<file path="src/rtl/cdce62005_spi_responder_pkg.sv">
// Shared constants and types for the CDCE62005 SPI register responder.
// The optional EEPROM shadow bank is enabled with the CDCE_EEPROM_EN macro.
package cdce_spi_pkg;

    localparam int          FRAME_LEN  = 32;
    localparam int          NUM_REGS   = 9;
    localparam logic [3:0]  CMD_READ   = 4'hE;
    localparam logic [31:0] CMD_EEPROM = 32'h1F;
    localparam logic [3:0]  EE_ADDR    = 4'hF;

    typedef enum logic [1:0] {
        IDLE,
        RX,
        DECODE
    } state_t;

    typedef logic [27:0] reg_word_t;

endpackage

</file>
<file path="src/rtl/cdce62005_spi_responder_sync.sv">
// Two-flop synchronizer for one SPI input plus single-cycle rise/fall pulses.
module spi_edge_sync #(
    parameter logic RST_VAL = 1'b0
) (
    input  logic clk,
    input  logic rst_n,
    input  logic din,
    output logic dout,
    output logic rise,
    output logic fall
);

    logic s1, s2, s3;

    // NOTE: sequential state uses non-blocking assignments so every flop samples pre-edge values.
    always_ff @(posedge clk or negedge rst_n) begin
        if (!rst_n) begin
            s1 <= RST_VAL;
            s2 <= RST_VAL;
            s3 <= RST_VAL;
        end else begin
            s1 <= din;
            s2 <= s1;
            s3 <= s2;
        end
    end

    assign dout = s2;
    assign rise = s2 & ~s3;
    assign fall = ~s2 & s3;

endmodule

</file>
<file path="src/rtl/cdce62005_spi_responder.sv">
// CDCE62005-style SPI register responder: 32-bit LSB-first frames, 9-word bank, readback.
// Define CDCE_EEPROM_EN to add the EEPROM shadow bank and its copy/readback commands.
module cdce62005_spi_responder
    import cdce_spi_pkg::*;
(
    input  logic        clk,
    input  logic        rst_n,
    input  logic        spi_clk,
    input  logic        spi_le,
    input  logic        spi_mosi,
    output logic        spi_miso,
    output logic        word_valid,
    output logic [3:0]  word_addr,
    output logic [27:0] word_data,
    output logic        frame_err,
    output logic        cmd_err,
    input  logic [3:0]  bank_rd_addr,
    output logic [27:0] bank_rd_data
);

    logic sclk_s_unused, sclk_rise, sclk_fall;
    logic le_s_unused, le_rise, le_fall;
    logic mosi_s, mosi_rise_unused, mosi_fall_unused;

    spi_edge_sync #(.RST_VAL(1'b0)) u_sync_clk (
        .clk(clk), .rst_n(rst_n), .din(spi_clk),
        .dout(sclk_s_unused), .rise(sclk_rise), .fall(sclk_fall));

    // The latch-enable line idles high, so its synchronizer resets high to avoid a false frame start.
    spi_edge_sync #(.RST_VAL(1'b1)) u_sync_le (
        .clk(clk), .rst_n(rst_n), .din(spi_le),
        .dout(le_s_unused), .rise(le_rise), .fall(le_fall));

    spi_edge_sync #(.RST_VAL(1'b0)) u_sync_mosi (
        .clk(clk), .rst_n(rst_n), .din(spi_mosi),
        .dout(mosi_s), .rise(mosi_rise_unused), .fall(mosi_fall_unused));

    state_t      state, state_nxt;
    logic [5:0]  bit_cnt;
    logic [31:0] rx_word;
    reg_word_t   bank [NUM_REGS];
    logic [3:0]  rd_ptr;
    logic        rd_pending;
    logic        tx_active;
    logic [31:0] tx_shift;
    logic [31:0] tx_load;
    logic        wv_pend;

    logic frame_start, frame_end, clk_take;
    logic dec_write, dec_read, dec_eeprom, dec_bad;
    logic [3:0] nib;

`ifdef CDCE_EEPROM_EN
    reg_word_t  shadow [NUM_REGS];
    logic [3:0] ee_idx;
`endif

    assign nib = rx_word[3:0];

    // NOTE: every signal assigned in always_comb gets a default first so no latch is inferred.
    always_comb begin
        state_nxt   = state;
        frame_start = 1'b0;
        frame_end   = 1'b0;
        clk_take    = 1'b0;
        dec_write   = 1'b0;
        dec_read    = 1'b0;
        dec_eeprom  = 1'b0;
        dec_bad     = 1'b0;
        case (state)
            IDLE: begin
                if (le_fall) begin
                    frame_start = 1'b1;
                    state_nxt   = RX;
                end
            end
            RX: begin
                // A clock edge coinciding with the frame end belongs to no bit.
                clk_take = sclk_rise & ~le_rise;
                if (le_rise) begin
                    frame_end = 1'b1;
                    state_nxt = (bit_cnt == 6'(FRAME_LEN)) ? DECODE : IDLE;
                end
            end
            DECODE: begin
                state_nxt = IDLE;
                if (nib < 4'(NUM_REGS))
                    dec_write = 1'b1;
                else if (nib == CMD_READ)
                    dec_read = 1'b1;
`ifdef CDCE_EEPROM_EN
                else if (rx_word == CMD_EEPROM)
                    dec_eeprom = 1'b1;
`endif
                else
                    dec_bad = 1'b1;
            end
            default: state_nxt = IDLE;
        endcase
    end

    always_ff @(posedge clk or negedge rst_n) begin
        if (!rst_n) begin
            state   <= IDLE;
            bit_cnt <= '0;
            rx_word <= '0;
        end else begin
            state <= state_nxt;
            if (frame_start) begin
                bit_cnt <= '0;
                rx_word <= '0;
            end else if (clk_take) begin
                if (bit_cnt < 6'(FRAME_LEN))
                    rx_word[bit_cnt[4:0]] <= mosi_s;
                if (bit_cnt < 6'(FRAME_LEN + 1))
                    bit_cnt <= bit_cnt + 6'd1;
            end
        end
    end

    // NOTE: the bank is reset explicitly because its contents are architecturally visible on readback.
    always_ff @(posedge clk or negedge rst_n) begin
        if (!rst_n) begin
            for (int i = 0; i < NUM_REGS; i++) bank[i] <= '0;
        end else if (dec_write) begin
            bank[nib] <= rx_word[31:4];
        end
    end

`ifdef CDCE_EEPROM_EN
    always_ff @(posedge clk or negedge rst_n) begin
        if (!rst_n) begin
            for (int i = 0; i < NUM_REGS; i++) shadow[i] <= '0;
        end else if (dec_eeprom) begin
            for (int i = 0; i < NUM_REGS; i++) shadow[i] <= bank[i];
        end
    end
`endif

    // Commit pulse trails the bank write by one cycle; address and data are already stable.
    always_ff @(posedge clk or negedge rst_n) begin
        if (!rst_n) begin
            wv_pend    <= 1'b0;
            word_valid <= 1'b0;
            word_addr  <= '0;
            word_data  <= '0;
            frame_err  <= 1'b0;
            cmd_err    <= 1'b0;
        end else begin
            wv_pend    <= dec_write;
            word_valid <= wv_pend;
            frame_err  <= frame_end && (bit_cnt != 6'(FRAME_LEN));
            cmd_err    <= dec_bad;
            if (dec_write) begin
                word_addr <= nib;
                word_data <= rx_word[31:4];
            end
        end
    end

    always_comb begin
        tx_load = {28'd0, rd_ptr};
        if (rd_ptr < 4'(NUM_REGS))
            tx_load = {bank[rd_ptr], rd_ptr};
`ifdef CDCE_EEPROM_EN
        else if (rd_ptr == EE_ADDR)
            tx_load = {shadow[ee_idx], ee_idx};
`endif
    end

    always_ff @(posedge clk or negedge rst_n) begin
        if (!rst_n) begin
            rd_ptr     <= '0;
            rd_pending <= 1'b0;
`ifdef CDCE_EEPROM_EN
            ee_idx     <= '0;
`endif
        end else if (dec_read) begin
            rd_ptr     <= rx_word[7:4];
            rd_pending <= 1'b1;
`ifdef CDCE_EEPROM_EN
            ee_idx     <= '0;
`endif
        end else if (frame_end && tx_active) begin
`ifdef CDCE_EEPROM_EN
            // Shadow readback stays armed until all nine words have gone out.
            if (rd_ptr == EE_ADDR && ee_idx != 4'(NUM_REGS - 1)) begin
                ee_idx <= ee_idx + 4'd1;
            end else begin
                rd_pending <= 1'b0;
                ee_idx     <= '0;
            end
`else
            rd_pending <= 1'b0;
`endif
        end
    end

    always_ff @(posedge clk or negedge rst_n) begin
        if (!rst_n) begin
            tx_active <= 1'b0;
            tx_shift  <= '0;
        end else if (frame_start && rd_pending) begin
            tx_active <= 1'b1;
            tx_shift  <= tx_load;
        end else if (frame_end) begin
            tx_active <= 1'b0;
        end else if (state == RX && tx_active && sclk_fall) begin
            tx_shift <= {1'b0, tx_shift[31:1]};
        end
    end

    assign spi_miso     = tx_active & tx_shift[0];
    assign bank_rd_data = (bank_rd_addr < 4'(NUM_REGS)) ? bank[bank_rd_addr] : '0;

endmodule

</file>
<file path="config.mk">
export PLATFORM = sky130hd
export DESIGN_NAME = cdce62005_spi_responder
export DESIGN_NICKNAME = d
export VERILOG_FILES = /design/src/rtl/cdce62005_spi_responder_pkg.sv /design/src/rtl/cdce62005_spi_responder_sync.sv /design/src/rtl/cdce62005_spi_responder.sv
export SDC_FILE = /design/constraint.sdc
export NUM_CORES = 1
export LEC_CHECK = 0
export CORE_MARGIN = 5
export CORE_UTILIZATION = 55
export DETAILED_ROUTE_END_ITERATION = 6
export PLACE_DENSITY = 0.79
export SETUP_SLACK_MARGIN = 0.3
export SYNTH_ARGS = -nofsm -noshare
export SYNTH_HDL_FRONTEND = slang
export SYNTH_SLANG_ARGS = --single-unit
</file>
<file path="constraint.sdc">
create_clock -name clk -period 2.98 [get_ports clk]
set_clock_uncertainty 0.05 [all_clocks]
set_input_delay 0.596 -clock clk [delete_from_list [all_inputs] [get_ports clk]]
set_output_delay 0.596 -clock clk [all_outputs]
set_load 0.05 [all_outputs]
</file>
==> Word level (Yosys, flattened, before mapping) <==
Index checks and enable logic that the tools add are counted.
{ "totals": {"regBits": 374, "inputBits": 9, "output_inout_bits": 64, "wordCells": 126} }
{ "classes": {"n_addsub": 1, "n_lt_le_gt_ge": 11, "n_eq_ne": 8, "mux": 44, "bitwise_logic": 14, "n_reduce_logical": 18} }
{ "ops": {"columns": ["cell", "count"], "rows": [
  ["252-bit bitwise mux", 1],
  ["28-bit binary-select mux with 4-bit select", 2],
  ["32-bit two-way mux", 7],
  ["28-bit two-way mux", 6],
  ["28-bit demux with 4-bit select", 1],
  ["32-bit bitwise mux", 1],
  ["1-bit two-way mux", 18],
  ["6-bit two-way mux", 3],
  ["5-bit >= comparator (second input constant)", 3],
  ["4-bit inverter with 5-bit output", 3],
  ["4-bit < comparator (second input constant)", 3],
  ["6-bit < comparator (second input constant)", 2],
  ["2-bit nonzero test", 6],
  ["2-bit AND reduction", 4],
  ["1-bit logical AND", 7],
  ["6-bit by 1-bit adder with 6-bit output (second input constant)", 1],
  ["1-bit bitwise AND", 6],
  ["6-bit == test (second input constant)", 1],
  ["5-bit by 6-bit < comparator with 1-bit output (second input constant)", 1],
  ["2-bit two-way mux", 3],
  ["6-bit != test (second input constant)", 1],
  ["1-bit demux with 5-bit select", 1],
  ["5-bit by 1-bit >= comparator with 1-bit output (second input constant)", 1],
  ["5-bit by 1-bit < comparator with 1-bit output (second input constant)", 1],
  ["other kinds (8)", 13]
]} }

==> Logic depth before layout (Yosys ltp) <==
Gate-level depths: netlist (run 1).
{ "logic_depth": {"ltp_word": 8, "depth_mapped": 7, "depth_no_buf": 6} }

==> By module <==
Synthesis (run 1) repeated with hierarchy kept, for this count alone.
{ "unflattened": {"cells_unflattened": 1381, "area_unflattened_um2": 18381.4} }
{ "by_module_without_submodules": {"columns": ["module", "instances", "cells_per_inst", "area_per_inst_um2", "seq_area_each_um2"], "rows": [
  ["cdce62005_spi_responder", 1, 1366, 18107.4, 9158.8],
  ["spi_edge_sync (u_sync_clk ...)", 2, 5, 90.1, 75.1],
  ["spi_edge_sync (u_sync_le)", 1, 5, 93.8, 78.8]
]} }

==> Worst setup path after synthesis (run 1) <==
OpenSTA, ideal clock, no wires.
{ "synth_timing": {"path_type": "input to output", "from": "input bank_rd_addr[0]", "to": "output bank_rd_data[14]", "t_arrival_ps": 2776, "required_ps": 2334, "slack_ps": -442, "stages": 5, "path_buffers": 2, "cell_sequence": "buf_2 buf_1 mux2_2 o22ai_1 o31ai_1"} }
{ "synth_via": {"elab_chain_len": 5, "elab_cells_between_ends": 6, "cone_classes": "order compare: 1; mux: 4; bitwise: 1"} }
{ "synth_rtl": {"columns": ["element", "line", "rtl"], "rows": [
  ["start: declaration", "cdce62005_spi_responder.sv:17", "input logic [3:0] bank_rd_addr,"],
  ["4-bit inverter with 5-bit output (not written as such)", "cdce62005_spi_responder.sv:214", "assign bank_rd_data = (bank_rd_addr < 4'(NUM_REGS)) ? bank[bank_rd_addr] : '0;"],
  ["28-bit binary-select mux with 4-bit select", "cdce62005_spi_responder.sv:214", null],
  ["28-bit two-way mux (not written as such) (2 in series)", "cdce62005_spi_responder.sv:214", null],
  ["28-bit two-way mux (*)", "cdce62005_spi_responder.sv:214", null],
  ["end: declaration", "cdce62005_spi_responder.sv:18", "output logic [27:0] bank_rd_data"]
]} }
Every way passes the cells marked *; elsewhere a longest branch is shown, timed or not. The select of a mux whose other input is x is not followed.

==> Worst setup path after layout (run 1) <==
{ "layout_timing": {"from": "input bank_rd_addr[0]", "to": "output bank_rd_data[21]"} }
The elaborated chain is that of the path after synthesis.

==> impl_results.md, run 1 <==
* Status: complete, no violations
* 1st-iter DRT viols at 1,376
* Number of synthesized flops with an enable pin at 0
* DP HPWL at 32,480 um
* Hold Vio Cnt, Final at 0
* Worst-Skew Late Latency at 0.54 ns
* Max_cap viols at 0
* Cells after Synth at 1,538
* Global-route wire length before repair at 83,660 um
* CP Capture Type: output pin
* # diodes at 0
* Final-report setup violation count at 0
* Post-Synth Simple-Gate Area at 7.788%
* WL per Instance at 25.64 um
* Fmax at 370.9 MHz
* Num CTS Buffers at 41
* Yosys warns at 0
* Pleak at 10.32 nW
* Mapped Area at 0.01860 mm2
* Largest family of logic cells by synthesized area: multiplexers
* Total congestion overflow at 0
* Die X at 193.9 um
* GRT Util Overall at 28.01%
* RSZ-0062 raised after global routing: yes
* Syn_nets at 1,552
* Crit-path slowest cell: mux2_2
* Worst r2r src: bit_cnt[0]
* DIE AREA at 0.03760 mm2
* Clock sink count at 374
* Compound-gate portion of the synthesized area at 8.017%
* PD cells at 491.5 mW/mm2
* Drt total wl at 53,730 um
* CP startpoint kind: input pin
* Clock Path Buffers at 3
* Reg clk slew, reported paths at 0.06 ns
* Top cell family by delay on the critical path: buffers and inverters
* Critical path class: input pin to output pin
* Via count at 13,781
* Slowest stage delay, CP at 0.35 ns
* H-tree depth at 2
* Post-synthesis xor/xnor area fraction at 0.09416%
* Area of the multi-input gates at 0.009264 mm2
* GPL Wtd Cong at 0.8841
* Die Y at 193.9 um
* Hold-fix buffers, CTS at 0
* Post-route ant nets at 0
* Synth top area cells: dfrtp_1 (50%), mux2_2 (19%), mux2i_1 (6.0%), mux4_2 (4.7%), nand2_1 (2.8%)
* Worst hold path type: input pin to async pin
* Row Count at 67
* Register area share after synthesis at 50.33%
* Adder-cell share of the synthesized area at 0.3363%
* Starting Density at 55.62%
* Worst path cell trace: buf_8 -> buf_12 -> buf_4 -> mux2_2 -> o22ai_1 -> buf_4 -> o31ai_4 -> buf_12
* Initial antenna violation count at 0
* Synth cell types at 50
* Final #Nets at 1,628
* TritonCTS clock tree: yes
* Fillcell total at 2,259
* DRC errors left at 0
* Worst ir drop on vdd at 0.4256 mV
* Syn-to-layout area delta at 22.09%
* Flop and latch count out of synthesis at 374
* Design area at 0.02271 mm2
* Max FO, Critical Path at 12
* Root buffer cell: clkbuf_16
* Multiplexer share of the synthesized area at 30.42%
* Ratio of final minimum period to clock period at 90.48%
* Final Max Slew Viols at 0
* TritonRoute pass-1 iters at 6
* CP required at 2.33 ns
* Fraction of layout cells with a size suffix above 1 at 39.28%
* TNS Setup at 0 ns
* IO buf count at 72
* Share of flip-flops with an asynchronous set or reset at 100.0%
* Slew headroom at 26.50%
* CP bufs+invs at 5
* Dominant synthesized flop cell: dfrtp_1
* Minimum clock period at 2.696 ns
* Yosys top cell area share at 49.90%
* Worst setup path start: bank_rd_addr[0]
* Pin count of the biggest net entering global routing at 87
* DP Area at 0.02071 mm2
* Worst Max-Slew Pin Slew at 1.103 ns
* Yosys top cell by area: dfrtp_1
* Syn_area_per_cell at 12.10 um2
* Core ar. at 0.03345 mm2
* I/O pin count at 73
* Sequential cell area at 0.009366 mm2
* DR vias/cell at 6.578
* Vias in the first global route at 14,348
* Final core utilization at 67.90%
* Arr. time, crit path at 2.05 ns
-- logic make-up (layout without fill, tap and decap cells) --
family,after synthesis,count (layout)
xor+xnor,2,2
simple gates,305,305
mux,476,476
fa+ha+maj,5,5
flops,374,374
compound gates,233,233
buf+inv,143,252
-- report_power, final --
group | switching [W] | leakage (nW) | total, W | internal, W
Combinational | 0.000460 | 4.44 | 0.000758 | 0.000298
Clock | 0.00201 | 0.675 | 0.00522 | 0.00321
Sequential | 0.0000655 | 5.20 | 0.00518 | 0.00511
-- synthesized netlist by cell type (23+ instances only) --
cell	number
nor2b_1	23
nor2_1	26
a32oi_1	27
mux2_2	322
nand2_1	140
clkbuf_1	104
mux2i_1	112
nand3_1	70
o21ai_0	31
a21oi_1	85
a22oi_1	39
mux4_2	39
dfrtp_1	371
-- worst paths after layout --
kind,to,slack (ns),cells past startpoint
hold / removal,bank[90],0.01,1
setup reg to reg,rx_word[31],0.43,6
hold reg to reg,word_valid,0.29,0
min in group clk,word_valid,0.29,0
max in group asynchronous,word_valid,1.97,2
setup / recovery,bank_rd_data[21],0.28,8
-- stage by stage --
stage	total power (W)	worst slack [ns]	instances	hold slack, ns
2_1_floorplan	0.005607	0.1198	1538	0.2504
3_3_place_gp	0.005946	-0.1487	2002	0.2822
3_5_place_dp	0.005968	-0.1696	2002	0.2856
4_1_cts	0.01122	0.3101	2091	0.06491
5_1_grt	0.01152	0.2546	2095	0.05372
6_report	0.01116	0.2838	2095	0.009782
-- placed cells by master, fill, tap and decap left out, types with 10 or more instances in the layout --
master / netlist / final
a21oi_1: 85 / 85
a22oi_1: 39 / 30
a32oi_1: 27 / 27
buf_12: 0 / 49
buf_4: 0 / 64
clkbuf_1: 104 / 19
clkbuf_16: 0 / 43
clkdlybuf4s50_1: 0 / 39
dfrtp_1: 371 / 370
mux2_2: 322 / 322
mux2i_1: 112 / 112
mux4_2: 39 / 39
nand2_1: 140 / 104
nand2_2: 0 / 18
nand2_4: 0 / 18
nand3_1: 70 / 70
nor2_1: 26 / 21
nor2b_1: 23 / 14
o21ai_0: 31 / 31
o22ai_1: 17 / 10
o31ai_4: 0 / 17
-- per-layer routing --
metal  GRT usage (%)  vias to the layer above  wire length [um]  part of all wire, %
met5               0                        -                 0                    0
li1                -                     5822                 -                    -
met3           6.238                      202              4979                  9.3
met1           37.01                     6989             20820                   39
met2           44.40                      768             25510                   47
met4           13.31                        0              2415                  4.5
-- state kept, by name (all words and copies together) (netlist names) --
signal            count
cmd_err               1
u_sync_le.dout        1
bank                252
u_sync_clk.s1         1
frame_err             1
rd_pending            1
u_sync_le.s3          1
u_sync_clk.s3         1
tx_shift             32
bit_cnt               6
word_data            28
u_sync_mosi.s1        1
word_addr             4
rd_ptr                4
u_sync_clk.dout       1
rx_word              32
word_valid            1
u_sync_mosi.dout      1
tx_active             1
wv_pend               1
u_sync_le.s1          1
state                 2
-- timing repair --
action / 4_1_cts / 5_1_grt
buffers inserted: 10 / 4
setup endpoints to repair: 28 / 28
pin swaps: 6 / 5
gates resized for setup: 72 / 30
gates cloned: 3 / 0
-- final cells by class --
class                      count  share of cell area, %
clock buffer                  70                  5.536
multi-input combinational   1021                  40.79
tap                          448                  2.468
clock inverter                 6                 0.6060
inverter                       7                 0.1157
sequential                   374                  41.24
timing repair buffer         169                  9.249
-- worst register-to-register path, cell delays in order (launching register included) --
cell       delay, ns
dfrtp_1         0.46
inv_1           0.14
ha_1            0.17
or4b_4          0.48
a2111oi_4       0.62
nand3_1         0.18
mux2_1          0.34
Power figures use the tool's default switching activity.
==> run 2: changes to the inputs <==
SKIP_LAST_GASP = 1   (was default)
==> results of run 2 <==
No change in the layout: final DEF, timing and power equal those of run 1.
==> run 3: changes to the inputs <==
CTS_CLUSTER_SIZE = 10   (was default)
MAX_ROUTING_LAYER = met4   (was default)
TNS_END_PERCENT = 1   (was default)
==> run 3 against run 2 <==
Register-to-register slack worse by 0.02 ns. Non-clock buffer count is 22 lower. Largest power group is now registers. Worst setup slack worse by 0.0046 ns. Cell count is 1.7% lower.
==> impl_results.md, run 3 (same netlist as run 1, synthesis figures left out) <==
* Clock Path Buffers at 3 (unchanged)
* CP startpoint kind: input pin
* Status: complete, no violations
* R2r setup slk at 0.41 ns (-0.02 ns)
* DR vias/cell at 6.565 (-0.20%)
* Worst slack, placed at -0.3222 ns (-0.1526 ns)
* Reg2reg end: bit_cnt[4]
* Slowest stage delay, CP at 0.29 ns (-0.06 ns)
* Worst Max-Slew Pin Slew at 1.111 ns (+0.008179 ns)
* Top cell family by delay on the critical path: simple AND/OR/NAND/NOR gates
* GPL Wtd Cong at 0.8515 (-3.7%)
* PD cells at 485.0 mW/mm2 (-1.3%)
* GRT Util Overall at 28.28% (+0.27 points)
* Fillcell total at 2,377 (+5.2%)
* Crit path top cell by count: buf_4
* Post-route ant nets at 0 (unchanged)
* PnR worst setup slack at 0.2792 ns (-0.004618 ns)
* # diodes at 0 (unchanged)
* Final Max Slew Viols at 0 (unchanged)
* Grt peak-use layer: met2
* Slew headroom at 25.95% (-0.55 points)
* H-tree depth at 2 (unchanged)
* Num CTS Buffers at 44 (+7.3%)
* Final #Nets at 1,609 (-1.2%)
* I/O pin count at 73 (unchanged)
* Biggest registers after layout: bank: 252 flops, rx_word: 32 flops, tx_shift: 32 flops
* DIE AREA at 0.03760 mm2 (unchanged)
* Ratio of final minimum period to clock period at 90.63% (+0.15 points)
* Most frequent cells in the layout: dfrtp_1 (370), mux2_2 (322), nand2_1 (130), mux2i_1 (112), a21oi_1 (85)
* Sequential cell area at 0.009366 mm2 (unchanged)
* Pleak at 9.844 nW (-4.6%)
* Clock sink count at 374 (unchanged)
* Levels on crit path at 8 (unchanged)
* Die Y at 193.9 um (unchanged)
* Core ar. at 0.03345 mm2 (unchanged)
* Hold Vio Cnt, Final at 0 (unchanged)
* Root buffer cell: clkbuf_16
* Vias in the first global route at 14,151 (-1.4%)
* 1st-iter DRT viols at 1,239 (-10%)
* TritonCTS clock tree: yes
* Worst Setup EP: bank_rd_data[1]
* Via count at 13,523 (-1.9%)
* Final-report setup violation count at 0 (unchanged)
* Worst-Skew Late Latency at 0.54 ns (about the same)
* Global-route wire length before repair at 82,430 um (-1.5%)
* Initial antenna violation count at 0 (unchanged)
* Most common cell after layout, fill and taps aside: dfrtp_1
* Total congestion overflow at 0 (unchanged)
* CP required at 2.33 ns (about the same)
* Met1 usage at 36.59% (-0.43 points)
* RSZ-0062 raised after global routing: yes
* CP bufs+invs at 4 (-1)
* Drt total wl at 52,250 um (-2.7%)
* Biggest register: bank
* Row Count at 67 (unchanged)
* DRC errors left at 0 (unchanged)
* Die X at 193.9 um (unchanged)
* DP Area at 0.02050 mm2 (-1.0%)
* Fmax at 370.3 MHz (-0.17%)
* Met2 Use GR at 45.38% (+0.99 points)
* Worst setup path start: bank_rd_addr[1]
* Max FO, Critical Path at 9 (-3)
* Worst hold path type: flop to flop
* CP Capture Type: output pin
* Worst path cell trace: buf_4 -> or2_4 -> nor3b_4 -> buf_4 -> buf_16 -> nand2_1 -> nand2_2 -> buf_12
* Max_cap viols at 0 (unchanged)
* Worst ir drop on vdd at 0.4530 mV (+6.4%)
* Starting Density at 55.62% (unchanged)
* Arr. time, crit path at 2.05 ns (about the same)
* Fraction of layout cells with a size suffix above 1 at 35.17% (-4.1 points)
* Reg clk slew, reported paths at 0.05 ns (about the same)
* DP HPWL at 31,370 um (-3.4%)
* R2R depth at 6 (unchanged)
* IO buf count at 72 (unchanged)
* WL per Instance at 25.37 um (-1.1%)
* TritonRoute pass-1 iters at 7 (+1)
* Worst r2r src: bit_cnt[0]
* M3 GR Usage at 4.778% (-1.5 points)
* Area of the multi-input gates at 0.008936 mm2 (-3.5%)
* Critical path class: input pin to output pin
* Syn-to-layout area delta at 18.08%
* Crit-path slowest cell: or2_4
* Max FFs per register at 252 (unchanged)
* Minimum clock period at 2.701 ns (+0.004618 ns)
* Design area at 0.02197 mm2 (-3.3%)
* Pin count of the biggest net entering global routing at 75 (-14%)
run 3: area by class of cell:
type / count / area share (%)
inverters: 7 / 0.1196
repair buffers: 147 / 8.470
flip-flops and latches: 374 / 42.64
multi-input cells: 1021 / 40.68
well taps: 448 / 2.552
clock inverters: 3 / 0.1139
clock buffers: 60 / 5.428
run 3: worst min path at each step:
stage | start | to | slack (ns) | depth (start not counted)
2_1_floorplan | rst_n | bank[0] | 0.25 | 0
3_3_place_gp | wv_pend | word_valid | 0.28 | 0
3_5_place_dp | u_sync_clk.s1 | u_sync_clk.dout | 0.29 | 0
4_1_cts | u_sync_le.s1 | u_sync_le.dout | 0.30 | 0
5_1_grt | u_sync_le.s1 | u_sync_le.dout | 0.31 | 0
6_report | u_sync_clk.s1 | u_sync_clk.dout | 0.30 | 0
run 3: metrics by stage:
step	std cells	utilization, %	power, W	setup TNS, ns	hold WS [ns]
floorplan	1538	-	0.005598	0	0.2504
global placement	1986	61.29	0.005918	-2.029	0.2829
detailed placement	1986	61.29	0.005935	-3.327	0.2910
CTS	2057	65.41	0.01069	0	0.2980
global route	2060	65.68	0.01098	0	0.3143
finish	2060	65.68	0.01066	0	0.2994
run 3: power by group:
group	internal, W	leakage, nW	switching [W]
Clock	0.00275	0.587	0.00201
Combinational	0.000268	4.06	0.000437
Sequential	0.00512	5.20	0.0000642
Total	0.00814	9.84	0.00252
run 3: what timing repair did:
item	in CTS	in global routing
pin swaps	1	1
endpoints found under the setup margin	28	28
buffers inserted	4	2
hold endpoints to repair	33	0
gates cloned	3	1
resized for setup	14	12
hold buffers	1	0
run 3: worst register-to-register path, cell delays in order (launching register included):
cell	delay (ns)
dfrtp_1	0.45
inv_1	0.14
ha_1	0.15
or4b_4	0.47
a2111oi_4	0.60
nand4_1	0.24
mux2_1	0.36
run 3: per-layer routing:
metal	share of wire, %	vias to the layer above
met2	48	687
li1	-	5759
met5	0	-
met3	7.8	174
met1	40	6903
met4	4.0	0
